## config.mk

```make
export PLATFORM = sky130hd
export DESIGN_NAME = core_sequencer
export DESIGN_NICKNAME = d
export VERILOG_FILES = /design/src/rtl/core_pkg.sv /design/src/rtl/seq_watchdog.sv /design/src/rtl/core_sequencer.sv
export SDC_FILE = /design/constraint.sdc
export NUM_CORES = 1
export LEC_CHECK = 0
export CORE_MARGIN = 5
export CORE_UTILIZATION = 30
export DETAILED_ROUTE_END_ITERATION = 6
export PLACE_DENSITY = 0.68
export SETUP_SLACK_MARGIN = 0.2
export SYNTH_ARGS = -nofsm -noshare
export SYNTH_HDL_FRONTEND = slang
export SYNTH_HIERARCHICAL = 1
export SYNTH_SLANG_ARGS = --single-unit
export TNS_END_PERCENT = 50
```

## constraint.sdc

```tcl
create_clock -name clk -period 2.2 [get_ports clk]
set_input_delay 0.44 -clock clk [delete_from_list [all_inputs] [get_ports clk]]
set_output_delay 0.44 -clock clk [all_outputs]
set_load 0.01 [all_outputs]
```

## src/rtl/core_pkg.sv

```systemverilog
// ---------------------------------------------------------------------------
// core_pkg
// Shared definitions for the multi-cycle core sequencer.
//   XLEN             : datapath / address width
//   DEFAULT_RESET_PC : PC loaded on reset and on start unless overridden
//   WDOG_W           : width of the fetch watchdog counter
//   seq_state_t      : sequencer FSM states
// ---------------------------------------------------------------------------
package core_pkg;

    localparam int XLEN = 32;
    localparam logic [XLEN-1:0] DEFAULT_RESET_PC = '0;
    localparam int WDOG_W = 8;

    typedef enum logic [2:0] {
        IDLE  = 3'd0,
        FETCH = 3'd1,
        EXEC  = 3'd2,
        WB    = 3'd3,
        HALT  = 3'd4
    } seq_state_t;

endpackage

```

## src/rtl/seq_watchdog.sv

```systemverilog
// ---------------------------------------------------------------------------
// seq_watchdog
// Fetch stall counter. Only compiled when CORE_SEQ_TIMEOUT_EN is defined.
// Ports:
//   clk    : clock
//   rst_n  : synchronous active-low reset
//   clr    : synchronous clear (held while the sequencer is outside FETCH)
//   inc    : count one stalled fetch cycle
//   tc     : terminal count; high on the stalled cycle that brings the
//            count to LIMIT
// ---------------------------------------------------------------------------
`ifdef CORE_SEQ_TIMEOUT_EN
module seq_watchdog
    import core_pkg::*;
#(
    parameter int unsigned LIMIT = 255
) (
    input  logic clk,
    input  logic rst_n,
    input  logic clr,
    input  logic inc,
    output logic tc
);

    logic [WDOG_W-1:0] cnt;

    always_ff @(posedge clk) begin
        if (!rst_n || clr) begin
            cnt <= '0;
        end else if (inc) begin
            cnt <= cnt + 1'b1;
        end
    end

    // Fire on the increment that would make the count equal LIMIT, so the
    // sequencer leaves FETCH after exactly LIMIT stalled cycles.
    assign tc = inc && (cnt == WDOG_W'(LIMIT - 1));

endmodule
`endif

```

## src/rtl/core_sequencer.sv

```systemverilog
// ---------------------------------------------------------------------------
// core_sequencer
// Multi-cycle control FSM for the single-issue integer datapath:
// IDLE -> FETCH -> EXEC -> WB -> (FETCH | HALT).
// Optional fetch watchdog enabled by defining CORE_SEQ_TIMEOUT_EN.
// Ports:
//   clk, rst_n   : clock, synchronous active-low reset
//   start        : one-cycle pulse, (re)starts from RESET_PC in IDLE/HALT
//   last_pc      : word address of the final instruction
//   imem_req     : fetch request (high for the whole FETCH state)
//   imem_addr    : fetch word address, always equal to pc
//   imem_ready   : memory data valid this cycle
//   imem_rdata   : fetched instruction word
//   instr        : instruction register feeding the decoder
//   rf_we_dec    : decoder write enable
//   rf_we        : register-file write enable, only passes in WB
//   pc           : current PC
//   busy         : in FETCH, EXEC or WB
//   halted       : in HALT
//   fetch_err    : watchdog fired (sticky until reset or start)
//   retired      : number of instructions that completed WB
// ---------------------------------------------------------------------------
module core_sequencer
    import core_pkg::*;
#(
    parameter logic [XLEN-1:0] RESET_PC    = DEFAULT_RESET_PC,
    parameter int unsigned     TIMEOUT_CYC = 255
) (
    input  logic            clk,
    input  logic            rst_n,
    input  logic            start,
    input  logic [XLEN-1:0] last_pc,
    output logic            imem_req,
    output logic [XLEN-1:0] imem_addr,
    input  logic            imem_ready,
    input  logic [XLEN-1:0] imem_rdata,
    output logic [XLEN-1:0] instr,
    input  logic            rf_we_dec,
    output logic            rf_we,
    output logic [XLEN-1:0] pc,
    output logic            busy,
    output logic            halted,
    output logic            fetch_err,
    output logic [XLEN-1:0] retired
);

    seq_state_t state;
    logic       wd_tc;
    logic       start_ok;

    assign start_ok = start && ((state == IDLE) || (state == HALT));

`ifdef CORE_SEQ_TIMEOUT_EN
    logic fetch_err_q;

    // Counter is held clear outside FETCH, so every FETCH entry starts at 0.
    seq_watchdog #(
        .LIMIT (TIMEOUT_CYC)
    ) u_watchdog (
        .clk   (clk),
        .rst_n (rst_n),
        .clr   (state != FETCH),
        .inc   ((state == FETCH) && !imem_ready),
        .tc    (wd_tc)
    );

    always_ff @(posedge clk) begin
        if (!rst_n) begin
            fetch_err_q <= 1'b0;
        end else if (start_ok) begin
            fetch_err_q <= 1'b0;
        end else if (wd_tc) begin
            fetch_err_q <= 1'b1;
        end
    end

    assign fetch_err = fetch_err_q;
`else
    logic unused_timeout;

    assign unused_timeout = (TIMEOUT_CYC == 0);
    assign wd_tc          = 1'b0;
    assign fetch_err      = 1'b0;
`endif

    always_ff @(posedge clk) begin
        if (!rst_n) begin
            state   <= IDLE;
            pc      <= RESET_PC;
            instr   <= '0;
            retired <= '0;
        end else begin
            case (state)
                IDLE, HALT: begin
                    if (start) begin
                        pc      <= RESET_PC;
                        retired <= '0;
                        state   <= FETCH;
                    end
                end
                FETCH: begin
                    if (imem_ready) begin
                        instr <= imem_rdata;
                        state <= EXEC;
                    end else if (wd_tc) begin
                        state <= HALT;
                    end
                end
                EXEC: begin
                    state <= WB;
                end
                WB: begin
                    retired <= retired + 32'd1;
                    if (pc == last_pc) begin
                        state <= HALT;
                    end else begin
                        pc    <= pc + 32'd1;
                        state <= FETCH;
                    end
                end
                default: begin
                    state <= IDLE;
                end
            endcase
        end
    end

    // All control outputs decode the state register only; imem_ready never
    // reaches imem_req combinationally.
    assign imem_req  = (state == FETCH);
    assign imem_addr = pc;
    assign busy      = (state == FETCH) || (state == EXEC) || (state == WB);
    assign halted    = (state == HALT);
    assign rf_we     = (state == WB) && rf_we_dec;

endmodule

```

Word-level counts from Yosys, hierarchy flattened
Index checks and enable logic that the tools add are counted. Widths: inputs -> output; s select.

$add $sub $neg: 2. Equality and inequality tests: 8. Multiplexer cells: 8. Reductions and logical operators: 10.

Operator list (count): $pmux 32 s2 (2); $add 32x1->32 const B (2); $mux 32 (2); $eq 32x32->1 (1); $pmux 3 s4 (1); $mux 3 (3); $eq 3x2->1 const B (2); $reduce_and 2->1 (3); $ne 2x2->1 const B (2); $eq 3x1->1 const B (1); $eq 3x3->1 const B (1); $logic_not 3->1 (1); $reduce_and 3->1 (1); $logic_or 1x1->1 (2); $ne 2x1->1 const B (1); $reduce_bool 2->1 (1); $reduce_or 2->1 (1); $logic_and 1x1->1 (1).

Register bits: 99. Bits of input ports: 69. Output and inout port bits: 133. Logic and storage cells: 32.

Longest topological paths before layout
Gate-level depths: netlist (run 1).

Depth in word-level cells: 4. Gate-level depth with buffers: 9. Gate-level depth less buffers: 7.

Worst setup path before layout (run 1)
Ideal clock, no wire load.

Path kind: reg-to-reg. Start: register pc[0] (netlist: imem_addr[0]). End: register pc[24] (netlist: imem_addr[24]). Setup time: 0.129 ns. Arrival time: 2.006 ns. Slack: 0.065 ns. Cell stages (with the launch flop): 9. Cells stage by stage: dfxtp_1 -> ha_1 -> nand3_1 -> nor4_2 -> and4_1 -> buf_2 -> nand3_1 -> a32oi_1 -> o22ai_1.

Word-level cells in the longest chain between the ends: 3. Elaborated cells on any way between the ends: 6.

RTL lines: from (decl) (RTL line core_sequencer.sv:40) `output logic [XLEN-1:0] pc,`; from (signal assigned) (RTL line core_sequencer.sv:117) `pc <= pc + 32'd1;`; $add 32x1->32 or $eq 32x32->1 (tied branches) (RTL line core_sequencer.sv:117, core_sequencer.sv:114); $mux 32 or $ne 2x2->1 (tied branches); $pmux 32 s2 or $reduce_and 3->1 (tied branches).

Several ways; a longest one is shown, not always the timed one. The select of a mux whose other input is x is not followed. A chain may end at the register's enable or synchronous reset.

Worst setup path in the final report (run 1)
Start: input last_pc[18]. End: register pc[24] (netlist: imem_addr[24]).

Word-level cells in the longest chain between the ends: 3.

RTL lines: from (decl) (RTL line core_sequencer.sv:32) `input logic [XLEN-1:0] last_pc,`; $eq 32x32->1 (RTL line core_sequencer.sv:114) `if (pc == last_pc) begin`; $ne 2x2->1 (no source line); $reduce_and 3->1 (no source line).

No other way between the ends.

==> results.json, run 1 <==
{
  "pwr-share-clk_pct": 41.0,
  "cts_buffers": 9,
  "ctsHtreeMaxLevel": 3,
  "dr.pass1.iters": 5,
  "grt_overflow_total": 0,
  "nFillCells": 1624,
  "dr_total_vias": 5684,
  "synth_top_family_by_area": "simple AND/OR/NAND/NOR gates",
  "clockBufferDepth": 2,
  "antenna_cells": 0,
  "combPwrFrac_pct": 13.7,
  "finalWorstPathRequiredPeriod_ps": 2120,
  "insertion_delay_ps": 350,
  "gp_congestion": 0.867,
  "worstHoldPathType": "flop to flop",
  "dp_hpwl_mm": 12.9,
  "worst_slew_pin_slew_ps": 566,
  "start_util_pct": 30.7,
  "drive_above_1_share_pct": 19.1,
  "static-leakage-power_nw": 3.25,
  "die_y_um": 143,
  "fmax_mhz": 471,
  "avgViaCountPerCell": 5.06,
  "vdd_ir_drop_max_uv": 316,
  "hold_violations": 0,
  "wire_per_inst_um": 16.2,
  "synth_edf_count": 0,
  "fin_crit_sh_pct": 96.5,
  "ys_types": 58,
  "final_cell_mix": "clkdlybuf4s50_1 (181), nand2_1 (117), dfxtp_1 (86), buf_4 (67), a21oi_1 (51)",
  "path_clk_slew_ps": 70,
  "path_class": "primary input to flop",
  "synth_mux_area_share_pct": 3.67,
  "ant_nets": 0,
  "cts_sinks": 99,
  "grt_pass1_wl_mm": 27.8,
  "cts_tree": "done",
  "rows": 48,
  "final_util_pct": 49.3,
  "arrival_ps": 2340,
  "p_sw_share_pct": 25.1,
  "finalSetupViolCount": 0,
  "syn-instance-count": 674,
  "pwr-share-seq_pct": 45.3,
  "synthArstFlopShare_pct": 0,
  "ys.flop_type": "dfxtp_1",
  "switchingPower_mw": 1.02,
  "track_usage_pct": 16.8,
  "synthSimpleGateAreaFrac_pct": 29.9,
  "rsz0062_at_grt": "yes",
  "final_nets": 966,
  "io_buffers": 200,
  "slew_violations": 0,
  "max_slew_margin_pct": 62.2,
  "core-area_mm2": 0.0174,
  "synthAdderAreaFrac_pct": 0.470,
  "ios": 202,
  "dpl.cell_count": 1096,
  "placed_cell_area_mm2": 0.00778,
  "grt_pass1_vias": 5363,
  "critical_path_required_ps": 2420,
  "dieArea_mm2": 0.0205,
  "drv_cap": 0,
  "end_kind": "flop",
  "yosysSeqAreaShare_pct": 37.2,
  "power_density_mw_per_mm2": 477,
  "antenna_found_initial": 0,
  "synth_area_per_cell_um2": 7.90,
  "area_growth_pct": 60.7,
  "status": "complete, no violations",
  "cts_root_buf": "clkbuf_16",
  "syn_area_mm2": 0.00532,
  "synth_xor_area_share_pct": 5.27,
  "drt_iter0_markers": 310,
  "startpoint_type": "primary input",
  "die_x_um": 143,
  "layout_commonest_cell": "clkdlybuf4s50_1",
  "synth_compound_area_share_pct": 15.0,
  "stdcell_count": 1124,
  "ys_ff_latch": 99,
  "design_area_mm2": 0.00855,
  "routed_wl_mm": 18.2,
  "grt_max_degree": 47,
  "synth_warnings": 6,
  "cts_hold_repair.buffers": 0,
  "cp_max_fo": 5,
  "power.internal_mw": 3.05,
  "synthesis.nets": 745,
  "route.detailed.drc": 0,
  "skew_ps": 7.63
}
cell type report:
cell class | count | area, µm² | area share (%)
inverter | 3 | 11.3 | 0.132
clock buffer | 12 | 256 | 3.00
multi-input combinational | 497 | 3160 | 37.0
sequential | 99 | 2000 | 23.4
clock inverter | 3 | 47.5 | 0.556
timing repair buffer | 285 | 2790 | 32.7
tap | 225 | 282 | 3.29
metrics by stage:
| stage | total power [mW] | hold WS [ps] | setup TNS, ps | setup slack, ps |
|---|---|---|---|---|
| 6_report | 4.08 | 452 | 0 | 77.6 |
| 2_1_floorplan | 2.12 | 481 | 0 | 180 |
| 3_3_place_gp | 2.44 | 442 | -10000 | -379 |
| 4_1_cts | 4.11 | 456 | 0 | 67.9 |
| 3_5_place_dp | 2.44 | 446 | -10750 | -431 |
| 5_1_grt | 4.25 | 475 | -3.24 | -3.24 |
synthesized netlist by cell type, types with 12 or more instances:
master / number / area share (%)
a21oi_1: 60 / 5.6
and2_1: 16 / 1.9
and3_1: 13 / 1.5
buf_4: 33 / 4.7
clkbuf_1: 27 / 1.9
dfxtp_1: 99 / 37
mux2_2: 12 / 2.5
nand2_1: 118 / 8.3
nand3_1: 37 / 3.5
nand4_1: 15 / 1.8
nor2_1: 42 / 3.0
o22ai_1: 14 / 1.6
or3_1: 16 / 1.9
xor2_1: 32 / 5.3
repair_timing:
| action | CTS | global route |
|---|---|---|
| endpoints found under the setup margin | 39 | 42 |
| buffers inserted | 5 | 5 |
| gates resized for setup | 48 | 52 |
| gates cloned | 2 | 1 |
| pin swaps | 15 | 25 |
cells by family (layout without fill, tap and decap cells):
kind of cell / count (synthesis) / count (layout)
simple gates: 316 / 316
compound gates: 128 / 128
flops: 99 / 99
buf+inv: 78 / 303
xor+xnor: 32 / 32
mux: 18 / 18
fa+ha+maj: 2 / 2
other cells: 1 / 1
critical path, cell delays in order:
cell and delay, ps:
clkdlybuf4s50_1 410, xor2_1 160, nor4_2 310, nand4_1 140, buf_6 170, or2_4 290, buf_6 150, a32oi_1 180
o22ai_1 90
power groups by stage:
stage,logic (mW),registers (mW),clock network (mW)
detailed placement,0.549,1.89,0
global placement,0.550,1.89,0
CTS,0.553,1.85,1.70
floorplan,0.212,1.90,0
finish,0.560,1.85,1.67
global route,0.607,1.85,1.79
worst paths after layout:
check / startpoint / slack, ps / to / cells after the start
worst max-delay path: last_pc[18] / 80 / imem_addr[24] / 9
worst min-delay path: instr[19] / 450 / instr[19] / 2
worst max register to register: imem_addr[0] / 90 / imem_addr[24] / 9
worst min register to register: instr[19] / 450 / instr[19] / 2
registers in the layout, indices dropped and copies added, names as in the netlist:
signal	count
imem_addr	32
instr	32
retired	32
state	3
metal layers:
layer,part of all wire [%],track usage (%),up-vias
met4,2.6,6.65,0
met3,5.8,3.58,26
met1,43,21.3,2701
li1,-,-,2791
met5,0,0,-
met2,49,27.9,166
(Power assumes the default switching activity.)
==> run 2: changes to the inputs <==
--- a/config.mk
+++ b/config.mk
@@ -6,9 +6,10 @@
 export NUM_CORES = 1
 export LEC_CHECK = 0
 export CORE_MARGIN = 5
-export CORE_UTILIZATION = 30
+export CORE_UTILIZATION = 35
 export DETAILED_ROUTE_END_ITERATION = 6
-export PLACE_DENSITY = 0.68
+export GPL_ROUTABILITY_DRIVEN = 0
+export PLACE_DENSITY = 0.76
 export SETUP_SLACK_MARGIN = 0.2
 export SYNTH_ARGS = -nofsm -noshare
 export SYNTH_HDL_FRONTEND = slang
==> results.json, run 2 (synthesis gave the netlist of run 1 again) <==
{
  "status": "complete, no violations",
  "worst_slew_pin_slew_ps": 525,
  "start_util_pct": 35.4,
  "crit_start": "last_pc[8]",
  "route.detailed.drc": 0,
  "fmax_mhz": 464,
  "clockBufferDepth": 2,
  "hold_depth": 2,
  "skew_ps": 9.53,
  "holdWs_ps": 455,
  "final_cell_mix": "clkdlybuf4s50_1 (169), nand2_1 (115), dfxtp_1 (79), buf_4 (77), a21oi_1 (52)",
  "layout_commonest_cell": "clkdlybuf4s50_1",
  "final_util_pct": 57.4,
  "rows": 45,
  "final_nets": 975,
  "placed_cell_area_mm2": 0.00774,
  "cp_max_fo": 7,
  "cts_root_buf": "clkbuf_16",
  "rr_worst_depth": 9,
  "end_kind": "flop",
  "dr.pass1.iters": 6,
  "grt_max_degree": 66,
  "cts_hold_repair.buffers": 0,
  "worstHoldPathType": "flop to flop",
  "ctsHtreeMaxLevel": 3,
  "dieArea_mm2": 0.0178,
  "insertion_delay_ps": 350,
  "grt_pass1_vias": 5461,
  "combPwrFrac_pct": 13.5,
  "p_sw_share_pct": 25.3,
  "stdcell_count": 1097,
  "pwr-share-seq_pct": 45.9,
  "dpl.cell_count": 1059,
  "hp-start": "instr[26]",
  "switchingPower_mw": 1.02,
  "antenna_cells": 0,
  "startpoint_type": "primary input",
  "die_y_um": 133,
  "critical_path_required_ps": 2430,
  "ant_nets": 0,
  "finalSetupViolCount": 0,
  "max_slew_margin_pct": 64.5,
  "path_class": "primary input to flop",
  "hold_violations": 0,
  "static-leakage-power_nw": 3.30,
  "r2r-end": "imem_addr[24]",
  "path_clk_slew_ps": 70,
  "rsz0062_at_grt": "yes",
  "routed_wl_mm": 18.5,
  "hold_end": "instr[26]",
  "power.internal_mw": 3.01,
  "arrival_ps": 2380,
  "dp_hpwl_mm": 12.6,
  "dr_total_vias": 5870,
  "core-area_mm2": 0.0150,
  "finalWorstPathRequiredPeriod_ps": 2160,
  "drv_cap": 0,
  "die_x_um": 133,
  "antenna_found_initial": 0,
  "area_growth_pct": 62.1,
  "cts_sinks": 99,
  "nFillCells": 1293,
  "cts_buffers": 9,
  "ios": 202,
  "setup_tns_ps": 0,
  "drive_above_1_share_pct": 21.9,
  "reg2reg_slack_ps": 100,
  "design_area_mm2": 0.00863,
  "drt_iter0_markers": 280,
  "power_density_mw_per_mm2": 467,
  "avgViaCountPerCell": 5.35,
  "wire_per_inst_um": 16.9,
  "slew_violations": 0,
  "vdd_ir_drop_max_uv": 448,
  "track_usage_pct": 19.1,
  "grt_overflow_total": 0,
  "grt_pass1_wl_mm": 27.8,
  "cts_tree": "done",
  "pwr-share-clk_pct": 40.7,
  "io_buffers": 200,
  "worstReg2RegStart": "imem_addr[8]",
  "fin_crit_sh_pct": 98.0
}
## run 2: worst max-delay path: stages
cell,delay [ps]
clkdlybuf4s50_1,450
xor2_1,170
nor4_1,250
nand4_1,160
buf_4,180
or2_4,280
buf_12,160
a32oi_2,190
o22ai_1,90
## run 2: per-stage QoR
step | total power [mW] | setup slack [ps]
3_5_place_dp | 2.44 | -422
4_1_cts | 4.06 | 128
5_1_grt | 4.20 | 8.35
2_1_floorplan | 2.12 | 180
6_report | 4.03 | 44.1
3_3_place_gp | 2.43 | -415
## run 2: metal layers
| layer | routed length, µm | up-vias | share of wire (%) | track usage [%] |
|---|---|---|---|---|
| met2 | 9040 | 240 | 49 | 32.4 |
| met5 | 0 | - | 0 | 0 |
| li1 | - | 2801 | - | - |
| met1 | 7590 | 2785 | 41 | 23.4 |
| met3 | 1310 | 44 | 7.1 | 5.55 |
| met4 | 548 | 0 | 3.0 | 6.11 |
## run 2: how the worst max path moves through the flow
stage | endpoint | slack (ps) | depth (start not counted)
6_report | imem_addr[24] | 40 | 9
5_1_grt | imem_addr[26] | 8 | 9
4_1_cts | imem_addr[3] | 130 | 10
3_5_place_dp | imem_addr[2] | -420 | 8
3_3_place_gp | imem_addr[24] | -420 | 10
2_1_floorplan | imem_addr[23] | 180 | 6
## run 2: area by class of cell
cell class                      count  area [µm²]  area share (%)
Multi-Input combinational cell    497        3210            37.2
Timing Repair Buffer              294        2850            33.0
Sequential cell                    99        2020            23.4
Clock buffer                       11         243            2.81
Tap cell                          188         235            2.73
Clock inverter                      5        60.1           0.696
Inverter                            3        11.3           0.131
## run 2: power groups by stage
| stage | Sequential (mW) | Combinational [mW] | Clock (mW) |
|---|---|---|---|
| final | 1.85 | 0.544 | 1.64 |
| after global routing | 1.85 | 0.584 | 1.76 |
| after CTS | 1.85 | 0.540 | 1.67 |
| after detailed placement | 1.90 | 0.544 | 0 |
| after global placement | 1.89 | 0.541 | 0 |
| after floorplan | 1.90 | 0.212 | 0 |
## run 2: repair_timing
action                     in CTS  in global routing
pin swaps                      24                 34
setup endpoints to repair      42                 47
resized for setup              70                 58
setup buffers                   9                 11
cloned                          2                  0
==> run 3: changes to the inputs <==
==> constraint.sdc (replaced) <==
create_clock -name clk -period 2.7 [get_ports clk]
set_input_delay 0.54 -clock clk [delete_from_list [all_inputs] [get_ports clk]]
set_output_delay 0.54 -clock clk [all_outputs]
set_load 0.01 [all_outputs]
==> results.json, run 3 (synthesis gave the netlist of run 1 again) <==
{
  "die_y_um": 133,
  "core-area_mm2": 0.0150,
  "ios": 202,
  "worstHoldPathType": "flop to flop",
  "fin_ws_ps": 305,
  "worst_slew_pin_slew_ps": 567,
  "cp_slowest_cell": "clkdlybuf4s50_1",
  "end_kind": "flop",
  "nFillCells": 1425,
  "layout_commonest_cell": "clkdlybuf4s50_1",
  "antenna_found_initial": 0,
  "slew_violations": 0,
  "insertion_delay_ps": 350,
  "finalSetupViolCount": 0,
  "status": "complete, no violations",
  "final_cell_mix": "clkdlybuf4s50_1 (200), nand2_1 (117), dfxtp_1 (96), a21oi_1 (60), nor2_1 (42)",
  "grt_pass1_vias": 5077,
  "final_util_pct": 51.4,
  "path_class": "primary input to flop",
  "worstReg2RegStart": "imem_addr[3]",
  "stdcell_count": 1041,
  "r2r-end": "imem_addr[8]",
  "cp_max_fo": 5,
  "hold_violations": 0,
  "post-cts-setup-buffers": 0,
  "placed_cell_area_mm2": 0.00743,
  "avgViaCountPerCell": 5.33,
  "cts_buffers": 9,
  "multi_input_area_mm2": 0.00291,
  "crit_path_cell_trace": "clkdlybuf4s50_1 > xor2_1 > nor4_1 > buf_4 > nand4_1 > o21ai_2 > mux2_2 > nor3_1",
  "route.detailed.drc": 0,
  "rows": 45,
  "cts_hold_repair.buffers": 0,
  "cpPeakStageDelay_ps": 410,
  "grt_max_degree": 43,
  "drive_above_1_share_pct": 9.38,
  "wire_per_inst_um": 16.1,
  "place_ws_ps": -44.4,
  "drv_cap": 0,
  "hold_depth": 2,
  "holdWs_ps": 453,
  "power.total_mw": 3.16,
  "dp_hpwl_mm": 12.2,
  "start_util_pct": 35.4,
  "area_growth_pct": 45.2,
  "fmax_mhz": 418,
  "dr.pass1.iters": 5,
  "rsz0062_at_grt": "no",
  "seqCellArea_mm2": 0.00199,
  "design_area_mm2": 0.00773,
  "grt_pass1_wl_mm": 26.4,
  "dpl.cell_count": 1025,
  "cts_tree": "done",
  "track_usage_pct": 18.2,
  "fin_crit_sh_pct": 88.7,
  "dr_total_vias": 5546,
  "path_clk_slew_ps": 70,
  "drt_iter0_markers": 391,
  "setup_tns_ps": 0,
  "max_slew_margin_pct": 62.1,
  "grt_overflow_total": 0,
  "ant_nets": 0,
  "startpoint_type": "primary input",
  "final_nets": 919,
  "reg2reg_slack_ps": 420,
  "power_density_mw_per_mm2": 409,
  "arrival_ps": 2660,
  "static-leakage-power_nw": 2.77,
  "cts_root_buf": "clkbuf_16",
  "skew_ps": 8.23,
  "antenna_cells": 0,
  "hold_end": "instr[30]",
  "critical_path_required_ps": 2970,
  "die_x_um": 133,
  "routed_wl_mm": 16.8,
  "rr_worst_depth": 7,
  "cts_sinks": 99,
  "clockBufferDepth": 2,
  "io_buffers": 200,
  "hp-start": "instr[30]",
  "dieArea_mm2": 0.0178,
  "finalWorstPathRequiredPeriod_ps": 2400,
  "cts_resized": 0,
  "vdd_ir_drop_max_uv": 341,
  "ctsHtreeMaxLevel": 3
}
-- run 3: critical path, delay by kind of cell --
kind | cells | cell delay, ps
mux | 1 | 360
xor+xnor | 1 | 140
buf+inv | 2 | 570
simple gates | 3 | 740
compound gates | 1 | 300
-- run 3: layout make-up --
class	count	share of cell area (%)
Clock buffer	10	2.96
Clock inverter	6	0.615
Inverter	3	0.146
Multi-Input combinational cell	497	37.6
Sequential cell	99	25.7
Tap cell	188	3.04
Timing Repair Buffer	238	29.9
-- run 3: report_power, final --
group | switching (mW) | total, mW | internal, mW | leakage (nW)
clock network | 0.596 | 1.23 | 0.636 | 0.134
logic | 0.204 | 0.419 | 0.215 | 1.84
registers | 0.0225 | 1.51 | 1.49 | 0.801
-- run 3: worst max path at each step --
stage            startpoint  cells after the start  slack [ps]       endpoint
2_1_floorplan  imem_addr[0]                      8         570  imem_addr[24]
3_3_place_gp    last_pc[23]                      9           5  imem_addr[26]
3_5_place_dp    last_pc[23]                      9         -40  imem_addr[12]
4_1_cts            state[0]                      3         230          rf_we
5_1_grt         last_pc[14]                      9         180  imem_addr[30]
6_report         last_pc[9]                      8         300   imem_addr[8]
-- run 3: metal layers --
metal / wire length [µm] / track usage, %
met2: 8070 / 30.3
met4: 348 / 5.49
met1: 7220 / 22.6
met3: 1160 / 5.51
met5: 0 / 0
